[config.mk]
export PLATFORM = sky130hd
export DESIGN_NAME = sprite_line_scheduler
export DESIGN_NICKNAME = d
export VERILOG_FILES = /design/src/rtl/sprite_pkg.sv /design/src/rtl/sprite_rom_pipe.sv /design/src/rtl/sprite_line_scheduler.sv
export SDC_FILE = /design/constraint.sdc
export NUM_CORES = 1
export LEC_CHECK = 0
export ABC_AREA = 1
export BUFFER_PORTS_ARGS = -buffer_cell sky130_fd_sc_hd__buf_2
export CELL_PAD_IN_SITES_DETAIL_PLACEMENT = 0
export CELL_PAD_IN_SITES_GLOBAL_PLACEMENT = 1
export CORE_MARGIN = 4
export CORE_UTILIZATION = 42
export DETAILED_ROUTE_END_ITERATION = 16
export PLACE_DENSITY = 0.83
export SYNTH_ARGS = -nofsm -noshare
export SYNTH_HDL_FRONTEND = slang
export SYNTH_HIERARCHICAL = 1
export SYNTH_SLANG_ARGS = --single-unit
[constraint.sdc]
create_clock -name clk -period 12.5 [get_ports clk]
set_input_delay 0.625 -clock clk [delete_from_list [all_inputs] [get_ports clk]]
set_output_delay 0.625 -clock clk [all_outputs]
set_load 0.03 [all_outputs]
[src/rtl/sprite_pkg.sv]
// Shared types and constants for the per-scanline sprite scheduler.
package sprite_pkg;

  typedef struct packed {
    logic [6:0] dim;
    logic [4:0] id;
    logic [9:0] y;
    logic [9:0] x;
  } desc_t;

  typedef enum logic [2:0] {
    S_IDLE,
    S_CLEAR,
    S_SCAN,
    S_FETCH,
    S_DRAIN,
    S_DONE
  } sstate_t;

  localparam logic [4:0] SPRITE_ID_SHIP = 5'd0;
  localparam logic [4:0] SPRITE_ID_PIG  = 5'd2;
  localparam logic [4:0] SPRITE_ID_BEE  = 5'd3;
  localparam int         TRANSPARENT    = 0;

  // Screen columns carry one extra bit so x+col never wraps.
  localparam int SPRITE_COL_W = 11;

endpackage

[src/rtl/sprite_rom_pipe.sv]
// Carries (valid, screen column) alongside each ROM read so it lines up with rom_data.
module sprite_rom_pipe
  import sprite_pkg::*;
#(
  parameter int ROM_LAT = 2,
  parameter int COL_W   = SPRITE_COL_W
) (
  input  logic             clk_i,
  input  logic             rst_b_i,
  input  logic             flush_i,
  input  logic             valid_i,
  input  logic [COL_W-1:0] col_i,
  output logic             valid_o,
  output logic [COL_W-1:0] col_o
);

  logic [ROM_LAT-1:0] valid_q;
  logic [COL_W-1:0]   col_q [ROM_LAT];

  always_ff @(posedge clk_i) begin
    if (!rst_b_i || flush_i) begin
      valid_q <= '0;
    end else begin
      valid_q[0] <= valid_i;
      for (int i = 1; i < ROM_LAT; i++) valid_q[i] <= valid_q[i-1];
    end
  end

  always_ff @(posedge clk_i) begin
    if (!rst_b_i) begin
      for (int i = 0; i < ROM_LAT; i++) col_q[i] <= '0;
    end else begin
      col_q[0] <= col_i;
      for (int i = 1; i < ROM_LAT; i++) col_q[i] <= col_q[i-1];
    end
  end

  assign valid_o = valid_q[ROM_LAT-1];
  assign col_o   = col_q[ROM_LAT-1];

endmodule

[src/rtl/sprite_line_scheduler.sv]
// Prepares one scanline: clears the line buffer, then draws hit sprites from a shared ROM port.
//   state   | meaning
//   IDLE    | waiting for line_start
//   CLEAR   | zeroing line buffer columns 0..H_ACTIVE-1
//   SCAN    | testing descriptor idx against cur_line
//   FETCH   | issuing one ROM read per sprite column
//   DRAIN   | letting the last ROM_LAT reads return
//   DONE    | pulsing line_done
module sprite_line_scheduler
  import sprite_pkg::*;
#(
  parameter int NUM_SPRITES = 8,
  parameter int H_ACTIVE    = 640,
  parameter int ADDR_W      = 10,
  parameter int PIX_W       = 24,
  parameter int ROM_LAT     = 2
) (
  input  logic                     clk,
  input  logic                     reset,
  input  logic                     line_start,
  input  logic [9:0]               next_line,
  input  logic [32*NUM_SPRITES-1:0] sprite_desc,
  input  logic                     overrun_clr,
  output logic [4:0]               rom_id,
  output logic [ADDR_W-1:0]        rom_addr,
  output logic                     rom_rd,
  input  logic [PIX_W-1:0]         rom_data,
  output logic                     lb_we,
  output logic [9:0]               lb_addr,
  output logic [PIX_W-1:0]         lb_wdata,
  output logic                     busy,
  output logic                     line_done,
  output logic                     overrun
);

  localparam int IDX_W  = (NUM_SPRITES > 1) ? $clog2(NUM_SPRITES) : 1;
  localparam int PROD_W = ADDR_W + 14;
  localparam int DRN_W  = $clog2(ROM_LAT + 1);
  localparam int COL_W  = SPRITE_COL_W;

  sstate_t           state_q;
  desc_t             desc_q [NUM_SPRITES];
  logic [9:0]        cur_line_q;
  logic [9:0]        clr_cnt_q;
  logic [IDX_W-1:0]  idx_q;
  logic [6:0]        row_q;
  logic [6:0]        col_q;
  logic [DRN_W-1:0]  drain_q;
  logic [COL_W-1:0]  rd_col_q;

  logic [4:0]        rom_id_q;
  logic [ADDR_W-1:0] rom_addr_q;
  logic              rom_rd_q;
  logic              lb_we_q;
  logic [9:0]        lb_addr_q;
  logic [PIX_W-1:0]  lb_wdata_q;
  logic              busy_q;
  logic              line_done_q;
  logic              overrun_q;

  desc_t             cur;
  logic [COL_W-1:0]  line_ext;
  logic [COL_W-1:0]  y_ext;
  logic              hit;
  logic              pipe_valid;
  logic [COL_W-1:0]  pipe_col;
  logic              pix_wr;

  assign cur      = desc_q[idx_q];
  assign line_ext = {1'b0, cur_line_q};
  assign y_ext    = {1'b0, cur.y};
  assign hit      = (cur.dim != 7'd0) && (line_ext >= y_ext) &&
                    (line_ext < y_ext + COL_W'(cur.dim));
  assign pix_wr   = pipe_valid && (pipe_col < COL_W'(H_ACTIVE)) &&
                    (rom_data != PIX_W'(TRANSPARENT));

  // Any line_start discards reads still in flight for the old line.
  sprite_rom_pipe #(
    .ROM_LAT (ROM_LAT),
    .COL_W   (COL_W)
  ) u_pipe (
    .clk_i   (clk),
    .rst_b_i (reset),
    .flush_i (line_start),
    .valid_i (rom_rd_q),
    .col_i   (rd_col_q),
    .valid_o (pipe_valid),
    .col_o   (pipe_col)
  );

  always_ff @(posedge clk) begin
    if (!reset) begin
      state_q    <= S_IDLE;
      for (int i = 0; i < NUM_SPRITES; i++) desc_q[i] <= '0;
      cur_line_q <= '0;
      clr_cnt_q  <= '0;
      idx_q      <= '0;
      row_q      <= '0;
      col_q      <= '0;
      drain_q    <= '0;
      rd_col_q   <= '0;
      rom_id_q   <= '0;
      rom_addr_q <= '0;
      rom_rd_q   <= 1'b0;
      lb_we_q    <= 1'b0;
      lb_addr_q  <= '0;
      lb_wdata_q <= '0;
      busy_q     <= 1'b0;
      line_done_q <= 1'b0;
      overrun_q  <= 1'b0;
    end else begin
      rom_rd_q    <= 1'b0;
      lb_we_q     <= 1'b0;
      line_done_q <= 1'b0;
      if (overrun_clr) overrun_q <= 1'b0;

      if (line_start) begin
        if (state_q != S_IDLE) overrun_q <= 1'b1;
        for (int i = 0; i < NUM_SPRITES; i++) desc_q[i] <= desc_t'(sprite_desc[32*i +: 32]);
        cur_line_q <= next_line;
        clr_cnt_q  <= '0;
        busy_q     <= 1'b1;
        state_q    <= S_CLEAR;
      end else begin
        if (pix_wr) begin
          lb_we_q    <= 1'b1;
          lb_addr_q  <= pipe_col[9:0];
          lb_wdata_q <= rom_data;
        end
        case (state_q)
          S_IDLE: ;
          S_CLEAR: begin
            lb_we_q    <= 1'b1;
            lb_addr_q  <= clr_cnt_q;
            lb_wdata_q <= '0;
            if (clr_cnt_q == 10'(H_ACTIVE - 1)) begin
              idx_q   <= IDX_W'(NUM_SPRITES - 1);
              state_q <= S_SCAN;
            end else begin
              clr_cnt_q <= clr_cnt_q + 10'd1;
            end
          end
          S_SCAN: begin
            if (hit) begin
              row_q   <= 7'(line_ext - y_ext);
              col_q   <= '0;
              state_q <= S_FETCH;
            end else if (idx_q == '0) begin
              state_q <= S_DONE;
            end else begin
              idx_q <= idx_q - 1'b1;
            end
          end
          S_FETCH: begin
            rom_rd_q   <= 1'b1;
            rom_id_q   <= cur.id;
            rom_addr_q <= ADDR_W'(PROD_W'(row_q) * PROD_W'(cur.dim) + PROD_W'(col_q));
            rd_col_q   <= COL_W'(cur.x) + COL_W'(col_q);
            if (col_q == cur.dim - 7'd1) begin
              drain_q <= DRN_W'(ROM_LAT - 1);
              state_q <= S_DRAIN;
            end else begin
              col_q <= col_q + 7'd1;
            end
          end
          S_DRAIN: begin
            if (drain_q == '0) begin
              if (idx_q == '0) begin
                state_q <= S_DONE;
              end else begin
                idx_q   <= idx_q - 1'b1;
                state_q <= S_SCAN;
              end
            end else begin
              drain_q <= drain_q - 1'b1;
            end
          end
          S_DONE: begin
            line_done_q <= 1'b1;
            busy_q      <= 1'b0;
            state_q     <= S_IDLE;
          end
          default: state_q <= S_IDLE;
        endcase
      end
    end
  end

  assign rom_id    = rom_id_q;
  assign rom_addr  = rom_addr_q;
  assign rom_rd    = rom_rd_q;
  assign lb_we     = lb_we_q;
  assign lb_addr   = lb_addr_q;
  assign lb_wdata  = lb_wdata_q;
  assign busy      = busy_q;
  assign line_done = line_done_q;
  assign overrun   = overrun_q;

endmodule

# Word level (Yosys, flattened, before mapping)
# Memory sizes are Yosys's and may differ from the RTL's. A register that Yosys moved wholly into a read port is not among the register bits.
# Index checks and enable logic that the tools add are counted.
[classes]
eq_ne = 20
n_mul = 1
n_bitwise = 14
n_mux = 49
n_addsub = 9
reduce_logical = 27
order_cmp = 3
[ops]
columns = ["cell", "count"]
rows = [
  ["32-bit two-way mux", 8],
  ["24-bit two-way mux", 2],
  ["3-bit two-way mux", 12],
  ["24-bit nonzero test", 1],
  ["10-bit by 7-bit adder with 11-bit output", 2],
  ["11-bit two-way mux", 2],
  ["10-bit two-way mux", 2],
  ["2-bit inequality test (second input constant)", 8],
  ["1-bit two-way mux", 15],
  ["3-bit one-hot mux with 5 select lines", 1],
  ["5-bit AND reduction", 3],
  ["7-bit two-way mux", 2],
  ["7-bit one-hot mux with 2 select lines", 1],
  ["3-bit inequality test (second input constant)", 4],
  ["10-bit by 11-bit less-than comparator with 1-bit output", 1],
  ["11-bit by 10-bit less-than comparator with 1-bit output (second input constant)", 1],
  ["10-bit by 1-bit adder with 10-bit output (second input constant)", 1],
  ["10-bit by 7-bit adder with 10-bit output", 1],
  ["10-bit equality test (second input constant)", 1],
  ["10-bit >= comparator", 1],
  ["7-bit by 7-bit multiplier with 10-bit output", 1],
  ["1-bit bitwise OR", 10],
  ["3-bit one-hot mux with 3 select lines", 1],
  ["4-bit AND reduction", 2],
  ["other kinds (24)", 40],
]
[word_totals]
ramBits = 278
n_memories = 2
in_bits = 294
wordCells = 144
reg_bits = 109
[memory_table]
columns = ["name", "words", "width", "rd", "rd_clocked_by_memory_dff", "write_ports", "line", "source"]
rows = [
  ["desc_q", 8, 32, 1, 1, 8, "sprite_line_scheduler.sv:42", "desc_t desc_q [NUM_SPRITES];"],
  ["u_pipe.col_q", 2, 11, 2, 0, 2, "sprite_rom_pipe.sv:18", "logic [COL_W-1:0] col_q [ROM_LAT];"],
]

# Depth between registers and ports, before layout
# Gate-level depths: netlist of run 1.
[logic_depth]
ltp_word = 7
depth_mapped = 34
ltp_nobuf = 28

# By module
# The synthesis of run 1 kept the hierarchy.
[modules_own_cells]
columns = ["module", "n_inst", "area_per_inst_um2", "cells_each", "seq_area_each_um2"]
rows = [
  ["sprite_line_scheduler", 1, 19421.1, 2304, 9889.5],
  ["sprite_rom_pipe", 1, 773.2, 87, 480.5],
]

# Worst setup path before layout of run 1
# No wires, ideal clock.
[synth_timing]
kind = "in2reg"
from = "input port line_start"
to = "memory desc_q[0][0] (netlist name) (enable)"
t_arrival_ns = 8.256
path_stages = 4
setup_slack_ns = 3.521
path_buffers = 2
required_time_ns = 11.778
setup_time_ns = 0.722
path_cell_list = "clkbuf_1 > nor2_1 > inv_1 > clkbuf_1"
[synth_rtl]
columns = ["item", "line", "source"]
rows = [
  ["start, declared", "sprite_line_scheduler.sv:20", "input logic line_start,"],
  ["end, declared", "sprite_line_scheduler.sv:42", ""],
]

==> results.md, run 1 <==
Status:
- The run finished with clean final reports.

Routing:
- After detailed routing, the number of vias per cell comes to 4.94.
- The total via count after detailed routing is 16.4k.
- Once detail routing completed, the nets flagged for antenna violations numbered 0.
- For this run, design rule violations remaining after detail routing come to 0.
- Wires add up to approximately 54000 um.
- The detailed router's first-iteration violation count is 988.
- The pre-antenna-repair detailed-routing pass consisted of 6 iterations.
- The routed wirelength normalized by instance count is 16.3 um.

Place:
- Counting tap cells, the placed design contains a total of 3249 instances.
- The count of input and output buffers is 347.
- The HPWL after detailed placement is 39900 um.
- The congestion estimate from routability-driven global placement came to 0.883.
- The area of placed instances is 22200 sq um.
- The post-place setup slack is roughly 6.7 ns.

Synth:
- The synthesized netlist occupies a cell area of 20200 sq um.
- The post-synthesis sequential area ratio is approximately 51%.
- Synthesis inferred 390 register bits.
- The cell count after synthesis is 2391.
- The number of nets in the synthesized netlist is 2774.
- The count of synthesis-stage warnings from yosys is 6.
- Averaged over all synthesized cells, the footprint is 8.45 sq um.
- Counting distinct cell types in the post-synthesis netlist gives 48.

STA:
- The worst slew margin relative to its limit is 20.2%.
- Setup violations remaining at the end of the flow were counted as 0.
- Of the available clock period, the critical path in the final layout requires 46.8%.
- Setup repair after global routing left no endpoint under its margin.
- The final-report max-slew violation count is 0.
- Adding up every negative setup slack in the final design gives 0 ns.
- For the pin with the worst max-slew slack, the measured transition is roughly 1.2 ns.
- The final hold violation count came to 0.
- The slack of the critical path is 6.64 ns.
- The hold slack is ~0.25 ns.
- The achievable clock frequency is approximately 170 MHz.
- The clock skew after layout is about 0.014 ns.
- The time the final worst path needs with I/O delays and setup is just under 6 ns.

Die:
- The floorplan has 80 rows.
- The die covers 51700 sq um.
- In this run the horizontal extent of the chip is 227 um.
- The core region area is between 40000 and 50000 sq um.
- The initial utilization of the core area, before any placement, comes to a little over two fifths.
- The die height is 227 um.
- Pin placement for this block handled 348 I/O pins.

GRT:
- The global-route wire length before repair is 84200 um.
- The largest net degree at the start of global routing is 97.
- The aggregate global routing overflow is 0.
- The initial antenna violation count is 1.
- In the global route stage, overall resource usage came out at 20.6%.
- The via count of the first global-routing pass came to 16.4k.

Layout:
- The area used by sequential logic in the layout is 10400 sq um.
- Leaving out filler cells and counting taps, the final layout contains 3329.
- Compared with the post-synthesis result, the final layout area differs by 17.5%.
- The summed area of non-filler cells in the final layout is 23700 sq um.
- The layout net count is 3062.
- The post-route netlist has 17.8% of its cells at a drive strength greater than 1.
- The area of combinational cells with multiple inputs is about 7400 sq um.
- Measured on the finished design, the core utilization comes to between 40% and 50%.
- The filler cells instantiated in the layout total 4561.

Pwr:
- Across the VDD grid, the largest voltage drop is 0.000120 V.
- In this run the power density over the cells is 139 nW/um^2.
- The design draws roughly 3.3 mW.
- Summed over all cells, the static leakage comes to 11.8 nW.

Clock tree:
- The number of gates resized after CTS was 0.
- The clock sink count is just under 400.
- CTS built an H-tree with a depth of 2.
- CTS placed an instance of sky130_fd_sc_hd__clkbuf_16 at the clock tree root.
- Buffers inserted during clock tree synthesis total 43.
- The clock transition at the register clock pins on the worst setup and hold paths after CTS is 0.06 ns.
- In this run, post-CTS hold repair placed 0 buffers.
- The clock latency reported for the late side of the worst-skew pair is 0.58 ns.
- The TritonCTS clock tree is done.
- The post-CTS setup repair buffer count is 0.
- The buffer depth of the longest clock path is 3.

Worst setup path:
- The top fanout value on the critical path is 85.
- The critical path launch point type is a register.
- The kind of critical path is reg -> reg.
- At the worst endpoint, the required time is 13.00 ns.
- The worst setup path is captured at a register.
- Data arrives at the worst endpoint at 6.36 ns.

Hold path:
- The class of the tightest hold or removal check is in -> reg.

Flow run:
- The tool flagged a number of max-cap violations equal to 0.
kinds of logic after synthesis:
group,count (synthesis),synth area share [%]
multiplexers,1,0.0496
AND/OR/NAND/NOR,929,19.0
adder cells (fa/ha/maj),89,6.59
flip-flops,390,51.4
buffers and inverters,600,11.9
XOR/XNOR,41,1.78
AO/OA/AOI/OAI,341,9.27
state kept, by name (all words and copies together), names as in the netlist, named ones only:
signal / flops
lb_wdata: 24
col_q: 7
idx_q: 3
rom_id: 5
busy: 1
row_q: 7
drain_q: 2
rom_addr: 10
rd_col_q: 11
lb_we: 1
u_pipe/col_q: 22
overrun: 1
desc_q: 256
lb_addr: 10
clr_cnt_q: 10
rom_rd: 1
u_pipe/valid_q: 2
state_q: 3
cur_line_q: 10
line_done: 1
path summary, 6_finish.rpt:
| check | to | slack [ns] | cells after the start | from |
|---|---|---|---|---|
| worst max register to register | rom_addr[9]$_SDFFE_PN0P_ | 6.64 | 20 | register |
| worst min-delay path | overrun$_SDFF_PN0_ | 0.25 | 2 | overrun_clr |
| worst max-delay path | rom_addr[9]$_SDFFE_PN0P_ | 6.64 | 20 | register |
| worst min register to register | u_pipe/col_q[0][11]$_SDFF_PN0_ | 0.41 | 2 | u_pipe/col_q[0][0]$_SDFF_PN0_ |
synthesized netlist by cell type (all sizes together):
cell	count	area share (%)
o221ai	7	0.30
nor3	9	0.25
or2	2	0.074
nand4	17	0.53
a211oi	1	0.037
o21bai	4	0.15
nand3b	2	0.074
xor2	32	1.4
ha	60	3.7
buf	45	1.6
nand3	104	2.8
dfxtp	134	13
nor2	446	8.4
fa	29	2.9
o2111ai	2	0.087
xnor2	9	0.39
clkinv	1	0.025
a21o	1	0.037
edfxtp	256	38
o22ai	32	0.99
o211ai	8	0.32
nor3b	1	0.037
clkbuf	75	1.4
a21boi	1	0.037
inv	479	8.9
and3	2	0.062
a31oi	18	0.56
mux2i	1	0.050
nand2	338	6.5
nor4	8	0.25
o21ai	186	4.7
a21oi	81	2.1
power by group:
part | internal (mW) | switching (mW) | leakage [nW] | total (mW)
Combinational | 0.170 | 0.326 | 7.24 | 0.496
Clock | 0.787 | 0.529 | 0.728 | 1.32
Sequential | 1.46 | 0.0308 | 3.83 | 1.49
Total | 2.42 | 0.886 | 11.8 | 3.31
placed cells by master, fill, tap and decap left out, types with 18 or more instances in the layout:
cell type / n
sky130_fd_sc_hd__ha_1: 60
sky130_fd_sc_hd__a31oi_1: 18
sky130_fd_sc_hd__a21oi_1: 79
sky130_fd_sc_hd__o22ai_1: 32
sky130_fd_sc_hd__nor2_1: 437
sky130_fd_sc_hd__nand2_1: 324
sky130_fd_sc_hd__dfxtp_1: 132
sky130_fd_sc_hd__edfxtp_1: 256
sky130_fd_sc_hd__xor2_1: 32
sky130_fd_sc_hd__o21ai_0: 170
sky130_fd_sc_hd__inv_1: 471
sky130_fd_sc_hd__buf_2: 346
sky130_fd_sc_hd__clkbuf_16: 44
sky130_fd_sc_hd__fa_1: 29
sky130_fd_sc_hd__nand3_1: 95
worst max-delay path: stages (launching register included):
cell                       delay [ns]
sky130_fd_sc_hd__dfxtp_4         0.72
sky130_fd_sc_hd__buf_4           0.73
sky130_fd_sc_hd__o21ai_0         0.20
sky130_fd_sc_hd__o211ai_1        0.21
sky130_fd_sc_hd__nand2_1         0.17
sky130_fd_sc_hd__inv_2           0.17
sky130_fd_sc_hd__nand2_1         0.10
sky130_fd_sc_hd__fa_1            0.51
sky130_fd_sc_hd__fa_1            0.54
sky130_fd_sc_hd__fa_1            0.53
sky130_fd_sc_hd__fa_1            0.54
sky130_fd_sc_hd__inv_1           0.04
sky130_fd_sc_hd__ha_1            0.32
sky130_fd_sc_hd__a21oi_1         0.22
sky130_fd_sc_hd__o21ai_0         0.11
sky130_fd_sc_hd__a21oi_1         0.16
sky130_fd_sc_hd__nand3b_1        0.15
sky130_fd_sc_hd__nand2_1         0.06
sky130_fd_sc_hd__nand2_1         0.06
sky130_fd_sc_hd__nand2_1         0.05
sky130_fd_sc_hd__a21oi_1         0.11
area by class of cell:
class	instances	area share, %
sequential	390	43.7
multi-input combinational	1401	31.3
timing repair buffer	363	7.84
inverter	480	7.65
clock buffer	52	4.85
tap	615	3.24
clock inverter	27	1.38
antenna	1	0.0105
routing by layer:
metal  share of wire [%]  GRT usage (%)
met1                  43           27.0
met2                  49           35.4
met3                 5.9           3.48
met4                 2.6           5.91
met5                   0              0
No activity file was read; power rests on OpenSTA's default activity.
==> run 2: changes to the inputs <==
--- a/config.mk
+++ b/config.mk
@@ -5,14 +5,14 @@
 export SDC_FILE = /design/constraint.sdc
 export NUM_CORES = 1
 export LEC_CHECK = 0
-export ABC_AREA = 1
+export ABC_AREA = 0
 export BUFFER_PORTS_ARGS = -buffer_cell sky130_fd_sc_hd__buf_2
 export CELL_PAD_IN_SITES_DETAIL_PLACEMENT = 0
 export CELL_PAD_IN_SITES_GLOBAL_PLACEMENT = 1
 export CORE_MARGIN = 4
-export CORE_UTILIZATION = 42
+export CORE_UTILIZATION = 41
 export DETAILED_ROUTE_END_ITERATION = 16
-export PLACE_DENSITY = 0.83
+export PLACE_DENSITY = 0.8
 export SYNTH_ARGS = -nofsm -noshare
 export SYNTH_HDL_FRONTEND = slang
 export SYNTH_HIERARCHICAL = 1
==> constraint.sdc (replaced) <==
create_clock -name clk -period 4.8 [get_ports clk]
set_input_delay 0.24 -clock clk [delete_from_list [all_inputs] [get_ports clk]]
set_output_delay 0.24 -clock clk [all_outputs]
set_load 0.03 [all_outputs]
==> run 2 against run 1 <==
  * Total power grew to 2.6 times the previous value
  * Hold slack lost 0.22 ns
  * Register-to-register slack lost 6.6 ns
  * Non-clock buffer count grew 310
  * Synthesized cell count shrank 35%
  * Final cell count shrank 16%
  * Design area grew 9.7%
  * Maximum frequency grew 23%
  * Via count shrank 11%
  * Combinational power grew to 2.7 times the previous value
  * First-iteration DRC count grew 12%
  * Setup slack lost 6.6 ns
  * Critical path type unchanged
  * Largest power group unchanged
==> results.md, run 2 <==
STA:
- The slew of the pin with the lowest slew margin is 1.14 ns (-0.0562 ns).
- The final-report max-slew violation count is 0 (unchanged).
- The final hold violation count is 0 (unchanged).
- The time the final worst path needs with I/O delays and setup came to 4.74 ns (-1.11 ns).
- The worst slew margin relative to its limit is 23.9% (+3.7 points).
- The achievable clock frequency is 211 MHz (+23%).
- The clock skew after layout is 0.0423 ns (+0.0280 ns).
- Setup repair after global routing could not meet its margin everywhere.
- The hold slack is 0.0278 ns (-0.224 ns).
- The number of setup violations in the final report is 0 (unchanged).
- The final period utilization is 98.8% (+52 points).
- The total negative slack for setup checks is 0 ns (unchanged).
- The slack of the critical path was 0.0587 ns (-6.59 ns).

Pwr:
- The largest voltage drop on the vdd net was 0.000278 V (+130%).
- The power density over the cells was 329 nW/um^2 (+140%).
- The internal cell power was 6.47 mW (+170%).
- The leakage power is 11.4 nW (-3.4%).
- The proportion of power drawn by the clock network is 38.8% (-1.0 points).
- The switching portion of total power is 24.6% (-2.2 points).
- The switching component of the power is 2.11 mW (+140%).
- The power share of the sequential group is 45.3% (about the same).
- The combinational fraction of design power is 15.8% (+0.8 points).

Die:
- The total I/O pin count is 348 (unchanged).
- The core region area is 45800 sq um (-3.9%).
- The die height is 224 um (-1.4%).
- The die outline width is 224 um (-1.4%).
- The initial core utilization is 41.8% (-0.59 points).
- The die footprint is 50200 sq um (-2.9%).
- The number of placement rows is 78 (-2.5%).

Clock tree:
- The total number of H-tree levels is 2 (unchanged).
- The clock sink count is 390 (unchanged).
- The cell at the root of the clock tree is sky130_fd_sc_hd__clkbuf_16.
- The clock transition at the register clock pins on the worst setup and hold paths after CTS is 0.06 ns (about the same).
- The buffer depth of the longest clock path is 3 (unchanged).
- TritonCTS built the clock tree.
- The clock latency reported for the late side of the worst-skew pair is 0.58 ns (about the same).
- The number of clock buffers inserted by TritonCTS was 42 (-2.3%).

Routing:
- The first-pass iteration count of the detailed router is 7 (+1).
- The count of nets left with antenna violations after detail routing came to 0 (unchanged).
- The routed wirelength normalized by instance count is 20.0 um (+23%).
- The post-detailed-routing wire length is 56100 um (+3.1%).
- The total via count after detailed routing is 14.7k (-11%).
- The number of vias per cell is 5.24 (+6.1%).
- The detailed router's first-iteration violation count came to 1110 (+12%).
- The total DRC errors in the routed layout is 0 (unchanged).

Synth:
- The number of unique standard cell types used by synthesis is 63 (+31%).
- sky130_fd_sc_hd__edfxtp_1 is the most common cell in the netlist.
- The number of enable flip-flop cells after synthesis is 256 (unchanged).
- The post-synthesis net count came to 1939 (-30%).
- The count of synthesis-stage warnings from yosys is 6 (unchanged).
- The post-synthesis average cell area is 12.3 sq um (+46%).
- For this run, the leading register cell type out of synthesis is sky130_fd_sc_hd__edfxtp_1.
- The combined area of all synthesized cells came to 19100 sq um (-5.3%).
- The leading area contributor after synthesis is sky130_fd_sc_hd__edfxtp_1.
- After synthesis, the cell types taking the most area are sky130_fd_sc_hd__edfxtp_1, sky130_fd_sc_hd__dfxtp_1, sky130_fd_sc_hd__mux4_2.
- The post-synthesis register bit count was 390 (unchanged).
- The top cell type's share of synthesized area came to 40.2% (+2.1 points).
- The share of synthesized registers carrying an async set or reset came to 0% (unchanged).
- The post-synthesis sequential area ratio is 54.2% (+2.9 points).
- By count the netlist is led by sky130_fd_sc_hd__edfxtp_1, sky130_fd_sc_hd__and3_1, sky130_fd_sc_hd__dfxtp_1.
- The cell count after synthesis is 1556 (-35%).

Hold path:
- The number of instances on the worst hold path is 2 (unchanged).
- The tightest min-delay check is of the in -> reg type.

Worst setup path:
- The kind of critical path is reg -> reg.
- The critical path launch point type is a register.
- The length in cells of the worst reg-to-reg path is 19 (-5.0%).
- The required time of the worst setup path is 5.24 ns (-7.76 ns).
- The top fanout value on the critical path was 5 (-94%).
- STA classifies the critical path endpoint as a register.
- The data arrival time at the worst-slack endpoint was 5.18 ns (-1.18 ns).

Place:
- The count of input and output buffers is 347 (unchanged).
- The weighted congestion at the end of routability-driven global placement was 0.853 (-3.3%).
- The HPWL after detailed placement is 38300 um (-4.2%).
- The placed cell count is 2452 (-25%).
- The post-place setup slack is -0.133 ns (-6.81 ns).

Layout:
- Leaving out fill and tap cells, the most frequent cells in the layout are sky130_fd_sc_hd__buf_2, sky130_fd_sc_hd__edfxtp_1, sky130_fd_sc_hd__dlygate4sd3_1.
- The register with the most flip-flops in the final layout is desc_q.
- The number of flip-flops under the largest register name is 256 (unchanged).
- The area growth from synthesis to layout is 36.1%.
- The layout net count is 2543 (-17%).
- The leading cell type in the layout, fill and taps excluded is sky130_fd_sc_hd__buf_2.
- The non-filler instance count after layout was 2801 (-16%).
- The share of cells above drive strength 1 came to 29.3% (+12 points).

Flow run:
- The max-cap check violation count is 0 (unchanged).

GRT:
- The overall routing resource usage is 21.9% (+1.3 points).
- The global-route wire length before repair is 86200 um (+2.3%).
- The aggregate global routing overflow is 0 (unchanged).
- The initial antenna violation count is 8 (+7).
- The via count of the first global-routing pass was 15.3k (-6.4%).
- The largest net degree at the start of global routing is 147 (+52%).

Status:
- The flow ran to the end, and the final reports show no timing, DRC or antenna violations.
==> run 2: changes by cell type in the layout (fill, tap and decap cells not counted), moves of 79 or more <==
| cell | previous run | this run |
|---|---|---|
| sky130_fd_sc_hd__o21ai_0 | 170 | 12 |
| sky130_fd_sc_hd__dlygate4sd3_1 | 0 | 249 |
| sky130_fd_sc_hd__and3_1 | 2 | 195 |
| sky130_fd_sc_hd__inv_1 | 471 | 62 |
| sky130_fd_sc_hd__nor2_1 | 437 | 78 |
| sky130_fd_sc_hd__nand2_1 | 324 | 88 |
| sky130_fd_sc_hd__and2_1 | 0 | 84 |
| sky130_fd_sc_hd__nand3_1 | 95 | 16 |
==> run 2: cells by family (layout without fill, tap and decap cells) <==
family | after synthesis | after routing | synth area share [%]
other | 0 | 8 | 0
and+or+nand+nor | 563 | 563 | 16.3
muxes | 110 | 110 | 10.1
buffers and inverters | 186 | 823 | 4.11
DFF | 390 | 390 | 54.2
AOI/OAI and AO/OA | 168 | 168 | 6.04
xor gates and xnor gates | 50 | 50 | 2.29
adders and majority gates | 89 | 89 | 6.96
==> run 2: path summary, 6_finish.rpt <==
kind                                 startpoint                             end  slack [ns]
setup / recovery                       register           col_q[5]$_SDFFE_PN0P_        0.06
hold / removal                  sprite_desc[21]     desc_q[0][21]$_SDFFCE_PN0P_        0.03
setup reg to reg                       register           col_q[5]$_SDFFE_PN0P_        0.06
hold reg to reg   u_pipe/col_q[0][6]$_SDFF_PN0_  u_pipe/col_q[0][17]$_SDFF_PN0_        0.43
==> run 2: through the flow <==
step                cell area [sq um]  power (mW)  util, %
global placement                21700        5.03     47.3
floorplan                       19300        4.62        -
finish                          26000        8.57     56.9
detailed placement              21700        5.06     47.3
CTS                             25700        8.56     56.1
global route                    26000        8.90     56.9
==> run 2: critical path: stages (launching register included) <==
cell and delay, ns:
sky130_fd_sc_hd__dfxtp_4 0.36, sky130_fd_sc_hd__buf_12 0.13, sky130_fd_sc_hd__mux4_2 0.49, sky130_fd_sc_hd__mux2_4 0.31, sky130_fd_sc_hd__ha_4 0.17, sky130_fd_sc_hd__fa_2 0.37
sky130_fd_sc_hd__a21oi_4 0.21, sky130_fd_sc_hd__o21ai_4 0.08, sky130_fd_sc_hd__o41ai_4 0.34, sky130_fd_sc_hd__nor2_1 0.09, sky130_fd_sc_hd__xor2_1 0.16, sky130_fd_sc_hd__ha_1 0.31
sky130_fd_sc_hd__a2111o_1 0.38, sky130_fd_sc_hd__a21oi_2 0.14, sky130_fd_sc_hd__o21ai_2 0.09, sky130_fd_sc_hd__and3b_1 0.19, sky130_fd_sc_hd__o21ai_2 0.13, sky130_fd_sc_hd__o2111a_2 0.22
sky130_fd_sc_hd__nand4_1 0.12, sky130_fd_sc_hd__mux2_4 0.32
==> run 2: area by class of cell <==
class / count / area (sq um)
Fill cell: 3608 / 19700
Sequential cell: 390 / 10400
Multi-Input combinational cell: 980 / 8280
Timing Repair Buffer: 673 / 4900
Clock buffer: 54 / 1160
Tap cell: 600 / 751
Inverter: 73 / 274
Clock inverter: 23 / 263
Antenna cell: 8 / 20.0
==> run 2: routing by layer <==
| metal | vias up | part of all wire, % | GRT usage (%) | wire length (um) |
|---|---|---|---|---|
| met5 | - | 0 | 0 | 0 |
| met4 | 0 | 3.7 | 8.13 | 2050 |
| met3 | 123 | 6.6 | 4.52 | 3700 |
| met2 | 595 | 48 | 36.5 | 26900 |
| met1 | 7068 | 42 | 28.3 | 23400 |
| li1 | 6878 | - | - | - |
==> run 2: power groups by stage <==
| stage | Sequential (mW) | Clock [mW] | Combinational, mW |
|---|---|---|---|
| 2_1_floorplan | 3.95 | 0 | 0.670 |
| 3_3_place_gp | 3.95 | 0 | 1.08 |
| 3_5_place_dp | 3.96 | 0 | 1.10 |
| 4_1_cts | 3.89 | 3.38 | 1.29 |
| 5_1_grt | 3.90 | 3.54 | 1.46 |
| 6_report | 3.89 | 3.33 | 1.36 |
==> run 2: what timing repair did <==
action / CTS / global route
endpoints found under the setup margin: 12 / 25
hold buffers: 247 / 2
resized for setup: 16 / 57
gates cloned: 0 / 0
buffers inserted: 6 / 10
pin swaps: 8 / 45
hold endpoints to repair: 247 / 2
==> run 3: changes to the inputs <==
--- a/config.mk
+++ b/config.mk
@@ -6,7 +6,7 @@
 export NUM_CORES = 1
 export LEC_CHECK = 0
 export ABC_AREA = 0
-export BUFFER_PORTS_ARGS = -buffer_cell sky130_fd_sc_hd__buf_2
+export BUFFER_PORTS_ARGS = -buffer_cell sky130_fd_sc_hd__buf_4
 export CELL_PAD_IN_SITES_DETAIL_PLACEMENT = 0
 export CELL_PAD_IN_SITES_GLOBAL_PLACEMENT = 1
 export CORE_MARGIN = 4
==> run 3 against run 2 <==
  * Flip-flop and latch count is the same
  * Final cell count up 1.4%
  * Register-to-register slack got worse by 0.06 ns
  * Highest routed layer unchanged
==> results.md, run 3 (synthesis gave the netlist of run 2 again) <==
Status:
- The flow ran to the end, and the final reports show no timing, DRC or antenna violations.

Pwr:
- The leakage power is 11.8 nW (+3.9%).
- The internal cell power was 6.53 mW (+0.93%).
- The post-layout total power is 8.66 mW (+1.0%).
- The switching portion of total power is 24.7% (+0.076 points).
- The combinational fraction of design power is 16.8% (+1.0 points).
- The proportion of power drawn by the clock network is 38.3% (-0.5 points).
- The switching component of the power was 2.14 mW (+1.3%).
- The power share of the sequential group was 44.9% (-0.4 points).
- The power density over the cells was 318 nW/um^2 (-3.5%).
- The largest voltage drop on the vdd net is 0.000288 V (+3.6%).

STA:
- The hold slack is 0.0341 ns (+0.00632 ns).
- The final period utilization is 100% (+1.2 points).
- The slack of the critical path was 0.00133 ns (-0.0574 ns).
- The worst slew margin relative to its limit is 39.4% (+15 points).
- The number of setup violations in the final report is 0 (unchanged).
- The slew of the pin with the lowest slew margin is 0.884 ns (-0.257 ns).
- The total negative slack for setup checks is 0 ns (unchanged).
- The final hold violation count is 0 (unchanged).
- The final-report max-slew violation count is 0 (unchanged).
- Setup repair after global routing could not meet its margin everywhere.
- The time the final worst path needs with I/O delays and setup is 4.80 ns (+0.0574 ns).
- The clock skew after layout is 0.0296 ns (-0.0127 ns).
- The achievable clock frequency is 208 MHz (-1.2%).

Clock tree:
- The clock latency reported for the late side of the worst-skew pair is 0.58 ns (about the same).
- The total number of H-tree levels is 2 (unchanged).
- The root buffer cell chosen for the clock tree is sky130_fd_sc_hd__clkbuf_16.
- The buffer depth of the longest clock path came to 3 (unchanged).
- The number of clock buffers inserted by TritonCTS is 44 (+4.8%).
- TritonCTS built the clock tree.
- The clock sink count is 390 (unchanged).
- The clock transition at the register clock pins on the worst setup and hold paths after CTS is 0.06 ns (about the same).

Worst setup path:
- The data arrival time at the worst-slack endpoint is 5.26 ns (+0.08 ns).
- STA classifies the critical path endpoint as a register.
- The critical path launch point type is a register.
- The endpoint of the most critical register-to-register path is col_q[5]$_SDFFE_PN0P_.
- The required time of the worst setup path is 5.26 ns (+0.02 ns).
- The kind of critical path is reg -> reg.
- The length in cells of the worst reg-to-reg path is 20 (+1).
- The top fanout value on the critical path was 4 (-1).
- The worst reg-to-reg setup slack was 0.001 ns (-0.06 ns).
- The critical path ends at col_q[5]$_SDFFE_PN0P_.

Routing:
- The total DRC errors in the routed layout was 0 (unchanged).
- The first-pass iteration count of the detailed router is 5 (-2).
- The number of vias per cell is 5.22 (-0.35%).
- The post-detailed-routing wire length is 57200 um (+2.0%).
- The routed wirelength normalized by instance count is 20.1 um (+0.53%).
- The total via count after detailed routing was 14.8k (+1.1%).
- The detailed router's first-iteration violation count is 1096 (-1.3%).
- The count of nets left with antenna violations after detail routing was 0 (unchanged).

Layout:
- In the layout the commonest cells are sky130_fd_sc_hd__buf_4, sky130_fd_sc_hd__dlygate4sd3_1, sky130_fd_sc_hd__edfxtp_1.
- The share of cells above drive strength 1 is 29.5% (+0.26 points).
- The fill cell total of the finished layout was 3460 (-4.1%).
- The layout net count is 2584 (+1.6%).
- The layout overhead on the synthesized area is 42.5%.
- The number of flip-flops under the largest register name came to 256 (unchanged).
- The summed area of non-filler cells in the final layout is 27200 sq um (+4.7%).
- The library cell used most frequently in the layout, excluding fill and tap cells, is sky130_fd_sc_hd__buf_4.
- The register with the highest flop count is desc_q.

GRT:
- The global-route wire length before repair is 88200 um (+2.3%).
- The via count of the first global-routing pass is 15.6k (+1.7%).
- The overall routing resource usage is 22.2% (+0.38 points).
- The aggregate global routing overflow is 0 (unchanged).
- The initial antenna violation count is 6 (-2).
- The largest net degree at the start of global routing is 123 (-16%).

Die:
- The number of placement rows is 78 (unchanged).
- The die footprint was 50200 sq um (unchanged).
- The core region area came to 45800 sq um (unchanged).
- The die height is 224 um (unchanged).
- The initial core utilization was 41.8% (unchanged).
- The die outline width is 224 um (unchanged).
- The total I/O pin count is 348 (unchanged).

Place:
- The area of placed instances is 22600 sq um (+4.4%).
- The count of input and output buffers is 347 (unchanged).
- The weighted congestion at the end of routability-driven global placement is 0.847 (-0.66%).
- The post-place setup slack is -0.187 ns (-0.0536 ns).
- The HPWL after detailed placement was 38800 um (+1.4%).

Flow run:
- The max-cap check violation count is 0 (unchanged).

Hold path:
- The tightest min-delay check is of the in -> reg type.
## run 3: changes by cell type in the layout (fill, tap and decap cells not counted), moves of 4 or more
cell                            before  now
sky130_fd_sc_hd__dlygate4sd3_1     249  276
sky130_fd_sc_hd__buf_4              66  418
sky130_fd_sc_hd__clkbuf_1            6   10
sky130_fd_sc_hd__buf_6               7   11
sky130_fd_sc_hd__clkinv_2            5   11
sky130_fd_sc_hd__inv_2              10    4
sky130_fd_sc_hd__clkinv_1            8    4
sky130_fd_sc_hd__buf_2             345    0
sky130_fd_sc_hd__inv_1              62   67
## run 3: final cells by class
class | count | area, sq um | share of cell area [%]
antenna | 6 | 15.0 | 0.0551
clock buffer | 56 | 1170 | 4.28
clock inverter | 24 | 259 | 0.950
inverter | 73 | 277 | 1.01
multi-input combinational | 980 | 8240 | 30.2
sequential | 390 | 10400 | 38.1
tap | 600 | 751 | 2.75
timing repair buffer | 712 | 6160 | 22.6
## run 3: repair_timing
action                     in CTS  in global routing
buffers inserted               12                  8
gates resized for setup        17                 60
hold buffers                  276                  0
hold endpoints to repair      276                  0
pin swaps                      10                 32
setup endpoints to repair      18                 24
## run 3: power groups by stage
stage               registers (mW)  clock network, mW  logic [mW]
finish                        3.89               3.32        1.46
global route                  3.90               3.52        1.57
CTS                           3.89               3.39        1.40
detailed placement            3.96                  0        1.19
global placement              3.95                  0        1.17
floorplan                     3.95                  0       0.670
## run 3: worst min path at each step
stage                                       start                        endpoint  slack [ns]  cells after the start
finish                             sprite_desc[6]      desc_q[0][6]$_SDFFCE_PN0P_        0.03                      2
CTS                                sprite_desc[7]      desc_q[0][7]$_SDFFCE_PN0P_       0.003                      2
detailed placement  u_pipe/col_q[0][9]$_SDFF_PN0_  u_pipe/col_q[0][20]$_SDFF_PN0_        0.42                      1
global route                      sprite_desc[30]     desc_q[0][30]$_SDFFCE_PN0P_        0.02                      2
global placement    u_pipe/col_q[0][9]$_SDFF_PN0_  u_pipe/col_q[0][20]$_SDFF_PN0_        0.42                      1
floorplan                             rom_data[0]        lb_wdata[0]$_SDFFE_PN0P_        0.37                      1
## run 3: metrics by stage
stage / util, % / std cells
2_1_floorplan: - / 1556
3_3_place_gp: 49.4 / 2460
6_report: 59.5 / 2841
5_1_grt: 59.5 / 2841
4_1_cts: 58.9 / 2828
3_5_place_dp: 49.4 / 2460
## run 3: worst max-delay path, cell delays in order, from the launching register on
cell and delay [ns]:
sky130_fd_sc_hd__dfxtp_4 0.39, sky130_fd_sc_hd__buf_6 0.12, sky130_fd_sc_hd__buf_6 0.09, sky130_fd_sc_hd__mux4_2 0.50, sky130_fd_sc_hd__mux2_4 0.32, sky130_fd_sc_hd__ha_4 0.18
sky130_fd_sc_hd__fa_2 0.36, sky130_fd_sc_hd__a21oi_2 0.18, sky130_fd_sc_hd__o21ai_2 0.10, sky130_fd_sc_hd__o41ai_4 0.25, sky130_fd_sc_hd__nor2_1 0.09, sky130_fd_sc_hd__xor2_1 0.17
sky130_fd_sc_hd__ha_1 0.31, sky130_fd_sc_hd__a2111o_1 0.36, sky130_fd_sc_hd__a21oi_1 0.11, sky130_fd_sc_hd__o21ai_1 0.10, sky130_fd_sc_hd__and3b_2 0.26, sky130_fd_sc_hd__o21ai_2 0.14
sky130_fd_sc_hd__o2111a_2 0.24, sky130_fd_sc_hd__nand4_1 0.10, sky130_fd_sc_hd__mux2_1 0.33
## run 3: per-layer routing
layer,part of all wire [%],track usage (%),wire (um)
met1,42,28.8,23800
met2,49,37.7,27900
met3,6.2,4.17,3530
met4,3.5,7.89,2010
met5,0,0,0
